$ cat config.mk
export PLATFORM = sky130hd
export DESIGN_NAME = fixed_divider
export DESIGN_NICKNAME = d
export VERILOG_FILES = /design/src/rtl/fixed_div_pkg.sv /design/src/rtl/fixed_divider_div_core.sv /design/src/rtl/fixed_divider.sv
export SDC_FILE = /design/constraint.sdc
export NUM_CORES = 1
export LEC_CHECK = 0
export ABC_AREA = 0
export CAP_MARGIN = 25
export CORE_MARGIN = 2
export CORE_UTILIZATION = 63
export CTS_CLUSTER_DIAMETER = 80
export DETAILED_ROUTE_END_ITERATION = 6
export GPL_TIMING_DRIVEN = 0
export PLACE_DENSITY = 0.86
export SLEW_MARGIN = 20
export SYNTH_ARGS = -nofsm -noshare
export SYNTH_HDL_FRONTEND = slang
export SYNTH_HIERARCHICAL = 1
export SYNTH_SLANG_ARGS = --single-unit
$ cat constraint.sdc
create_clock -name clk -period 8.2 [get_ports clk]
set_input_delay 1.64 -clock clk [delete_from_list [all_inputs] [get_ports clk]]
set_output_delay 1.64 -clock clk [all_outputs]
set_load 0.05 [all_outputs]
$ cat src/rtl/fixed_div_pkg.sv
// fixed_div_pkg: shared types and default configuration for the iterative
// signed fixed-point divider (fixed_divider / div_core).
//   - state_e    : divider FSM states
//   - M_DEF/FRAC_DEF : default operand width and fractional bits (Q4.28)
//   - N, CNT_W   : iteration count (quotient width) and step-counter width
//   - MAX_POS/MAX_NEG : saturation / divide-by-zero limits at the default width
package fixed_div_pkg;

  localparam int M_DEF    = 32;
  localparam int FRAC_DEF = 28;
  localparam int N        = M_DEF + FRAC_DEF;
  localparam int CNT_W    = $clog2(N);

  localparam logic [M_DEF-1:0] MAX_POS = {1'b0, {(M_DEF-1){1'b1}}};
  localparam logic [M_DEF-1:0] MAX_NEG = {1'b1, {(M_DEF-1){1'b0}}};

  typedef enum logic [1:0] {
    ST_IDLE = 2'd0,
    ST_CALC = 2'd1,
    ST_FIX  = 2'd2,
    ST_ZERO = 2'd3
  } state_e;

endpackage

$ cat src/rtl/fixed_divider_div_core.sv
// div_core: unsigned restoring divider datapath, one quotient bit per step.
// The quotient register starts out holding the dividend; each step shifts the
// dividend MSB into the partial remainder and the new quotient bit into the LSB,
// so after N steps it holds the full N-bit quotient.
// Ports:
//   clk, rst_n  clock / async active-low reset
//   load        capture dividend/divisor, clear remainder, cnt = N-1
//   step        perform one restoring iteration (caller gates with ce)
//   dividend    N-bit unsigned dividend (|a| << FRAC)
//   divisor     M-bit unsigned divisor (|b|, non-zero)
//   quotient    N-bit unsigned quotient
//   last        high while the pending step is the final one (cnt == 0)
module div_core #(
  parameter int M     = 32,
  parameter int N     = 60,
  parameter int CNT_W = 6
) (
  input  logic             clk,
  input  logic             rst_n,
  input  logic             load,
  input  logic             step,
  input  logic [N-1:0]     dividend,
  input  logic [M-1:0]     divisor,
  output logic [N-1:0]     quotient,
  output logic             last
);

  localparam logic [CNT_W-1:0] CNT_INIT = CNT_W'(N - 1);
  localparam logic [CNT_W-1:0] CNT_ONE  = {{(CNT_W-1){1'b0}}, 1'b1};

  logic [M-1:0]     rem_r;
  logic [M-1:0]     div_r;
  logic [N-1:0]     q_r;
  logic [CNT_W-1:0] cnt_r;

  logic [M:0]       trial_s;
  logic             ge_s;
  logic [M-1:0]     rem_next_s;

  // One restoring iteration: the remainder stays below the divisor, so M bits
  // suffice for storage while the trial value needs M+1.
  always_comb begin
    trial_s = {rem_r, q_r[N-1]};
    ge_s    = (trial_s >= {1'b0, div_r});
    if (ge_s) begin
      rem_next_s = M'(trial_s - {1'b0, div_r});
    end else begin
      rem_next_s = trial_s[M-1:0];
    end
  end

  // Datapath registers: load on accept, advance one bit per step.
  always_ff @(posedge clk or negedge rst_n) begin
    if (!rst_n) begin
      rem_r <= {M{1'b0}};
      div_r <= {M{1'b0}};
      q_r   <= {N{1'b0}};
      cnt_r <= {CNT_W{1'b0}};
    end else if (load) begin
      rem_r <= {M{1'b0}};
      div_r <= divisor;
      q_r   <= dividend;
      cnt_r <= CNT_INIT;
    end else if (step) begin
      rem_r <= rem_next_s;
      q_r   <= {q_r[N-2:0], ge_s};
      cnt_r <= cnt_r - CNT_ONE;
    end
  end

  assign quotient = q_r;
  assign last     = (cnt_r == {CNT_W{1'b0}});

endmodule

$ cat src/rtl/fixed_divider.sv
// fixed_divider: iterative signed fixed-point divider,
//   result = (a << FRAC) / b, truncated toward zero, one quotient bit per ce cycle.
// Shares the ce/start -> valid handshake of the fractal ALU multiplier.
// Ports:
//   clk, rst_n    clock / async active-low reset
//   ce            clock enable; FSM and datapath advance only when high
//   start         request, accepted when start && ce in IDLE
//   a, b          signed QFRAC dividend / divisor, sampled on accept
//   busy          high from the cycle after accept until valid
//   valid         one-cycle completion pulse
//   result        signed QFRAC quotient, held until the next valid
//   div_by_zero   qualified by valid: b was zero
// Build option: define DIV_SATURATE_EN to clamp overflowing quotients to the
// signed limits; otherwise the low M bits of the quotient are returned (wrap).
module fixed_divider
  import fixed_div_pkg::*;
#(
  parameter int M    = M_DEF,
  parameter int FRAC = FRAC_DEF
) (
  input  logic         clk,
  input  logic         rst_n,
  input  logic         ce,
  input  logic         start,
  input  logic [M-1:0] a,
  input  logic [M-1:0] b,
  output logic         busy,
  output logic         valid,
  output logic [M-1:0] result,
  output logic         div_by_zero
);

  localparam int QW = M + FRAC;
  localparam int CW = $clog2(QW);

  localparam logic [M-1:0]  SAT_POS = {1'b0, {(M-1){1'b1}}};
  localparam logic [M-1:0]  SAT_NEG = {1'b1, {(M-1){1'b0}}};
  localparam logic [M-1:0]  ONE_M   = {{(M-1){1'b0}}, 1'b1};
  localparam logic [QW:0]   ONE_Q   = {{QW{1'b0}}, 1'b1};

`ifdef DIV_SATURATE_EN
  localparam bit SAT_EN = 1'b1;
`else
  localparam bit SAT_EN = 1'b0;
`endif

  state_e       state_r;
  logic         sa_r;
  logic         sb_r;
  logic         busy_r;
  logic         valid_r;
  logic [M-1:0] result_r;
  logic         dbz_r;

  logic [M-1:0]    a_mag_s;
  logic [M-1:0]    b_mag_s;
  logic            b_zero_s;
  logic [QW-1:0]   dividend_s;
  logic            accept_s;
  logic            load_s;
  logic            step_s;
  logic [QW-1:0]   core_q_s;
  logic            core_last_s;

  logic            neg_s;
  logic [QW:0]     q_ext_s;
  logic [QW:0]     q_sgn_s;
  logic [QW-M+1:0] hi_s;
  logic            ovf_s;
  logic [M-1:0]    fix_res_s;

  // Operand magnitudes; negating -2^(M-1) yields 2^(M-1) as an unsigned value.
  always_comb begin
    if (a[M-1]) begin
      a_mag_s = ~a + ONE_M;
    end else begin
      a_mag_s = a;
    end
    if (b[M-1]) begin
      b_mag_s = ~b + ONE_M;
    end else begin
      b_mag_s = b;
    end
    b_zero_s   = (b == {M{1'b0}});
    dividend_s = QW'(a_mag_s) << FRAC;
  end

  // Handshake decode: accept only in IDLE, step the core only in CALC.
  always_comb begin
    accept_s = ce && start && (state_r == ST_IDLE);
    load_s   = accept_s && !b_zero_s;
    step_s   = ce && (state_r == ST_CALC);
  end

  div_core #(
    .M     (M),
    .N     (QW),
    .CNT_W (CW)
  ) u_core (
    .clk      (clk),
    .rst_n    (rst_n),
    .load     (load_s),
    .step     (step_s),
    .dividend (dividend_s),
    .divisor  (b_mag_s),
    .quotient (core_q_s),
    .last     (core_last_s)
  );

  // Sign restore and overflow check: the quotient is widened by one bit so a
  // magnitude with its top bit set is still read as positive before negation.
  always_comb begin
    neg_s   = sa_r ^ sb_r;
    q_ext_s = {1'b0, core_q_s};
    if (neg_s) begin
      q_sgn_s = ~q_ext_s + ONE_Q;
    end else begin
      q_sgn_s = q_ext_s;
    end
    hi_s = q_sgn_s[QW:M-1];
    if ((&hi_s) || !(|hi_s)) begin
      ovf_s = 1'b0;
    end else begin
      ovf_s = 1'b1;
    end
    if (SAT_EN && ovf_s) begin
      fix_res_s = neg_s ? SAT_NEG : SAT_POS;
    end else begin
      fix_res_s = q_sgn_s[M-1:0];
    end
  end

  // Control FSM and output registers; valid is a single pulse and never
  // repeats while ce is low because it is cleared on every clock.
  always_ff @(posedge clk or negedge rst_n) begin
    if (!rst_n) begin
      state_r  <= ST_IDLE;
      sa_r     <= 1'b0;
      sb_r     <= 1'b0;
      busy_r   <= 1'b0;
      valid_r  <= 1'b0;
      result_r <= {M{1'b0}};
      dbz_r    <= 1'b0;
    end else begin
      valid_r <= 1'b0;
      if (ce) begin
        case (state_r)
          ST_IDLE: begin
            if (start) begin
              sa_r    <= a[M-1];
              sb_r    <= b[M-1];
              busy_r  <= 1'b1;
              state_r <= b_zero_s ? ST_ZERO : ST_CALC;
            end
          end
          ST_CALC: begin
            if (core_last_s) begin
              state_r <= ST_FIX;
            end
          end
          ST_FIX: begin
            result_r <= fix_res_s;
            dbz_r    <= 1'b0;
            valid_r  <= 1'b1;
            busy_r   <= 1'b0;
            state_r  <= ST_IDLE;
          end
          ST_ZERO: begin
            result_r <= sa_r ? SAT_NEG : SAT_POS;
            dbz_r    <= 1'b1;
            valid_r  <= 1'b1;
            busy_r   <= 1'b0;
            state_r  <= ST_IDLE;
          end
          default: begin
            busy_r  <= 1'b0;
            state_r <= ST_IDLE;
          end
        endcase
      end
    end
  end

  assign busy        = busy_r;
  assign valid       = valid_r;
  assign result      = result_r;
  assign div_by_zero = dbz_r;

endmodule
**Word-level counts from Yosys, hierarchy flattened**

Cells that the tools add are included.

- Memories kept: 0
- Memory bits (read-only): 0
- Bits in latches: 0
- RAM bits: 0
- Flip-flop bits (word level): 169
- Word-level logic and storage cells: 63

- Reduce and logical (&&, ||, !) cells: 16
- Multipliers: 0
- Equal/unequal tests: 5
- Add/subtract/negate cells: 5
- Order comparisons: 1
- Divide/modulo/power cells: 0
- Mux-type cells: 21
- Shift operators: 0
- Bitwise operators: 4

Operator list:

| cell | number |
|---|---|
| 32-bit 2-to-1 mux | 7 |
| 60-bit 2-to-1 mux | 2 |
| 32-bit by 1-bit adder with 32-bit output (second input constant) | 3 |
| 32-bit NOT | 3 |
| 32-bit case mux with 2 select lines | 1 |
| 33-bit by 32-bit >= comparator with 1-bit output | 1 |
| 32-bit zero test | 1 |
| 32-bit subtractor | 1 |
| 6-bit 2-to-1 mux | 2 |
| 3-bit AND reduction | 3 |
| 6-bit zero test | 1 |
| 2-bit 2-to-1 mux | 3 |
| 2-bit case mux with 3 select lines | 1 |
| 2-bit nonzero test | 3 |
| 6-bit by 1-bit subtractor with 6-bit output (second input constant) | 1 |
| 2-bit == test (second input constant) | 2 |
| 1-bit logical AND | 4 |
| 2-bit != test (second input constant) | 2 |
| 1-bit case mux with 2 select lines | 2 |
| 1-bit 2-to-1 mux | 3 |
| 2-bit by 1-bit == test with 1-bit output (second input constant) | 1 |
| 2-bit zero test | 1 |
| 2-bit AND reduction | 1 |
| 2-bit OR reduction | 1 |
| other kinds (2) | 2 |

**Depth between registers and ports, before layout**

- Depth after elaboration: 4
- Mapped depth: 13
- Mapped depth without buffers: 12

**By module**

The synthesis kept the hierarchy.

By module, submodules not included:

| module | instances | area each (sq um) | sequential area each (sq um) | cells an instance |
|---|---|---|---|---|
| div_core | 1 | 7677.4 | 3253.1 | 855 |
| fixed_divider | 1 | 3517.1 | 975.9 | 445 |

**Least setup slack after synthesis**

Ideal clock, no wire load.

- Path kind: input to register
- From: in b[13]
- To: reg u_core.div_r[27]
- Slack: 3.785 ns
- Arrival: 4.280 ns
- Stages: 12
- Required time: 8.066 ns
- Setup time: 0.134 ns
- Path buffers: 4
- Cells stage by stage: or4_4 or3_4 nor4_4 nand4b_1 nor4_1 nor2b_1 clkbuf_1 buf_1 clkbuf_1 clkbuf_1 nand2_1 o21ai_0

- Longest elaborated chain between the ends: 3

Ends and longest elaborated chain:

| element | RTL line | RTL |
|---|---|---|
| start, declared | fixed_divider.sv:26 | `input logic [M-1:0] b,` |
| 32-bit zero test | fixed_divider.sv:84 | `b_zero_s = (b == {M{1'b0}});` |
| 1-bit zero test | fixed_divider.sv:91 | `load_s = accept_s && !b_zero_s;` |
| 1-bit logical AND | fixed_divider.sv:91 |  |
| via load_s | fixed_divider.sv:60 | `logic load_s;` |
| end signal, assigned | fixed_divider_div_core.sv:56 | `div_r <= {M{1'b0}};` |
| end signal, assigned | fixed_divider_div_core.sv:61 | `div_r <= divisor;` |
| end, declared | fixed_divider_div_core.sv:32 | `logic [M-1:0] div_r;` |

The timed path passes the listed nets, and every way through them passes these cells.
A chain may end at the register's enable or synchronous reset.

**Worst setup path after layout**

- From: in b[13]
- To: reg u_core.div_r[30]

The elaborated chain is that of the path after synthesis.

==> results.toml <==
[timing]
max_freq_ghz = 0.169
min_period_ps = 5900
finalClockSkew_ps = 10.2
setup_tns_ps = 0
slew_headroom_pct = 47.5
finalSetupViolations = 0
worst_pin_slew_ps = 788
timing.final.crit_share_pct = 72.0
rsz0062_at_grt = "no"
maxSlewViolCount = 0
hold_viol_final = 0

[clock_tree]
cts_hold_buffers = 0
cts_buffers = 17
cts_tree = "built"
cts_resized = 0
htreeDepth = 4
cts_setup_buffers = 0
clkTransAtPathRegs_ps = 60
cts.sinks = 169
cts-root-buf = "clkbuf_16"
clk_latency_ps = 430
cts.path.max_buffers = 2

[worst_setup_path]
path_class = "in -> reg"
crit_family = "simple AND/OR/NAND/NOR gates"
path_common_cell = "clkbuf_1"
start_kind = "primary input"
end_kind = "flop"
worst_path_max_delay_cell = "nor4_1"
crit_buf_inv = 5
slowest_delay_ps = 620
required_ps = 8480
path_cells = "clkdlybuf4s50_1 > or4_4 > or3_4 > nor4_4 > nand4b_1 > nor4_1 > nor2b_1 > clkbuf_1 > buf_1 > clkbuf_1 > clkbuf_1 > nand2_1 > o21ai_0"
arrival_ps = 6180
crit_fanout = 10
timing.rr.start = "state_r[0]$_DFFE_PN0P_"
startpoint = "b[13]"

[logic_synthesis]
yosys_warnings = 6
synth_ff_type = "dfrtp_1"
ys_ff_latch = 169
seq_area_frac_synth_pct = 37.8
synth_area_per_cell_um2 = 8.61
async_reset_ff_share_pct = 100
synth.distinct_cells = 76
syn_area_um2 = 11200
synth_edf_count = 0
syn_inst = 1300

[run_status]
status = "finished, final reports clean"

[drt]
avgViaCountPerCell = 6.23
drc = 0
postRouteAntennaNets = 0
wl_per_cell_um = 17.7
drtIter0Drc = 1075
via_count = 10500
wl_um = 29800
drtPass1Iterations = 5

[global_routing]
grt_max_degree = 103
grt_pass1_wl_um = 48600
track_usage_pct = 32.8
grt-ovfl-total = 0
grt_pass1_vias = 9817
antenna_found_initial = 0

[place]
port-buffer-count = 101
dpl_cell_area_um2 = 12600
gp_congestion = 1.01
dpl.hpwl_um = 21900

[die]
start_util_pct = 64.5
die_y_um = 137
die_area_um2 = 18900
die_x_um = 137
io_pins = 103
rows = 48
core_um2 = 17400

[layout]
drive_gt1_share_pct = 6.50
fin_area_um2 = 13200
nFillCells = 1247
fin_nets = 1555
most-common-layout-cells = "nand2_1, dfrtp_1, o21ai_0"
area_growth_syn_to_layout_pct = 17.7
antenna_cells = 0
layout_commonest_cell = "nand2_1"

[flow_run]
drv_cap = 0

[worst_hold_path]
hold_class = "reg -> reg"
worstHoldStart = "result[3]$_DFFE_PN0P_"

[power_and_ir_drop]
ir_worst_vdd_mv = 0.264
cellPowerDensity_nw_per_um2 = 466
p_leak_nw = 5.45
[power breakdown]
group / switching (mW) / internal [mW]
registers: 0.342 / 1.24
logic: 2.29 / 1.51
clock network: 0.357 / 0.392
total: 2.99 / 3.15
[flip-flops by register name, summed over array words and instances, names as in the netlist, 2 cells and up]
signal           flops
result              32
state_r              2
u_core/cnt_r         6
u_core/div_r        32
u_core/quotient     60
u_core/rem_r        32
[cells by family (layout without fill, tap and decap cells)]
family          count (synthesis)  in the layout  share of synthesized area [%]
fa+ha+maj                      38             38                           4.31
flops                         169            169                           37.8
xor+xnor                      116            116                           9.08
compound gates                374            374                           21.3
other cells                     1             28                         0.0335
buf+inv                       125            260                           4.59
mux                            61             61                           5.48
simple gates                  416            416                           17.5
[routing by layer]
layer | wire length, um | global-route usage (%)
met1 | 12900 | 45.9
met2 | 13600 | 50.8
met3 | 2640 | 6.62
met4 | 748 | 11.5
met5 | 0 | 0
[worst register-to-register path: cells and delay by family (launching register included)]
family          cells  cell delay [ps]
compound gates      1              170
buf+inv             5             2340
simple gates        2              690
flops               1              370
[worst paths after layout]
check                      depth (start not counted)                              end  slack, ps
max                                               13     u_core/div_r[30]$_DFFE_PN0P_       2300
min                                                2            result[3]$_DFFE_PN0P_        500
max reg2reg                                        8     u_core/div_r[30]$_DFFE_PN0P_       4470
min reg2reg                                        2            result[3]$_DFFE_PN0P_        500
max in group asynchronous                          2  u_core/quotient[24]$_DFFE_PN0P_       6190
min in group asynchronous                          1     u_core/div_r[28]$_DFFE_PN0P_       1150
[cell type report]
| class | instances | area [um^2] | area share [%] |
|---|---|---|---|
| plain buffers | 71 | 312 | 2.37 |
| well taps | 225 | 282 | 2.14 |
| flip-flops and latches | 169 | 4230 | 32.1 |
| inverters | 54 | 203 | 1.54 |
| repair buffers | 103 | 1050 | 7.98 |
| multi-input cells | 1033 | 6550 | 49.7 |
| clock buffers | 17 | 425 | 3.23 |
| clock inverters | 15 | 118 | 0.893 |
[cells in the mapped netlist, drive strengths merged (3+ instances only)]
library cell  instances  area (um^2)
dfrtp               169         4230
ha                   37          463
nand2b                8         50.1
o21a                  4         30.0
o21ai               168          841
a21o                 17          128
or3                  19          129
nor4                  9         77.6
o22ai                 3         18.8
o211ai                6         50.1
or4                  11         97.6
nand4                 9         62.6
nor3                 18          100
nor3b                 4         30.0
nand4b                3         26.3
o31ai                27          213
inv                  53          199
mux2i                59          591
a41o                  3         30.0
buf                  22          126
and3                  3         18.8
and2                  3         18.8
nand3                18         90.1
xor2                 33          289
clkbuf               49          185
a31oi                 7         43.8
nand2               213          825
o41ai                16          148
a211oi                8         70.1
xnor2                83          727
nor4b                 3         32.5
nor2b                 8         50.1
o21bai                3         22.5
nor2                 82          308
a311oi               23          264
a21oi                74          370
[per-stage QoR]
stage	std cells	setup slack (ps)	power, mW	hold slack, ps	utilization [%]
2_1_floorplan	1327	3790	4.35	485	-
3_3_place_gp	1653	-1210	5.16	476	72.5
3_5_place_dp	1654	1950	5.27	491	72.7
5_1_grt	1687	2140	6.57	537	75.9
4_1_cts	1686	2400	6.05	506	75.8
6_report	1687	2300	6.14	502	75.9
Note: power is estimated with default switching activity, not from simulation.
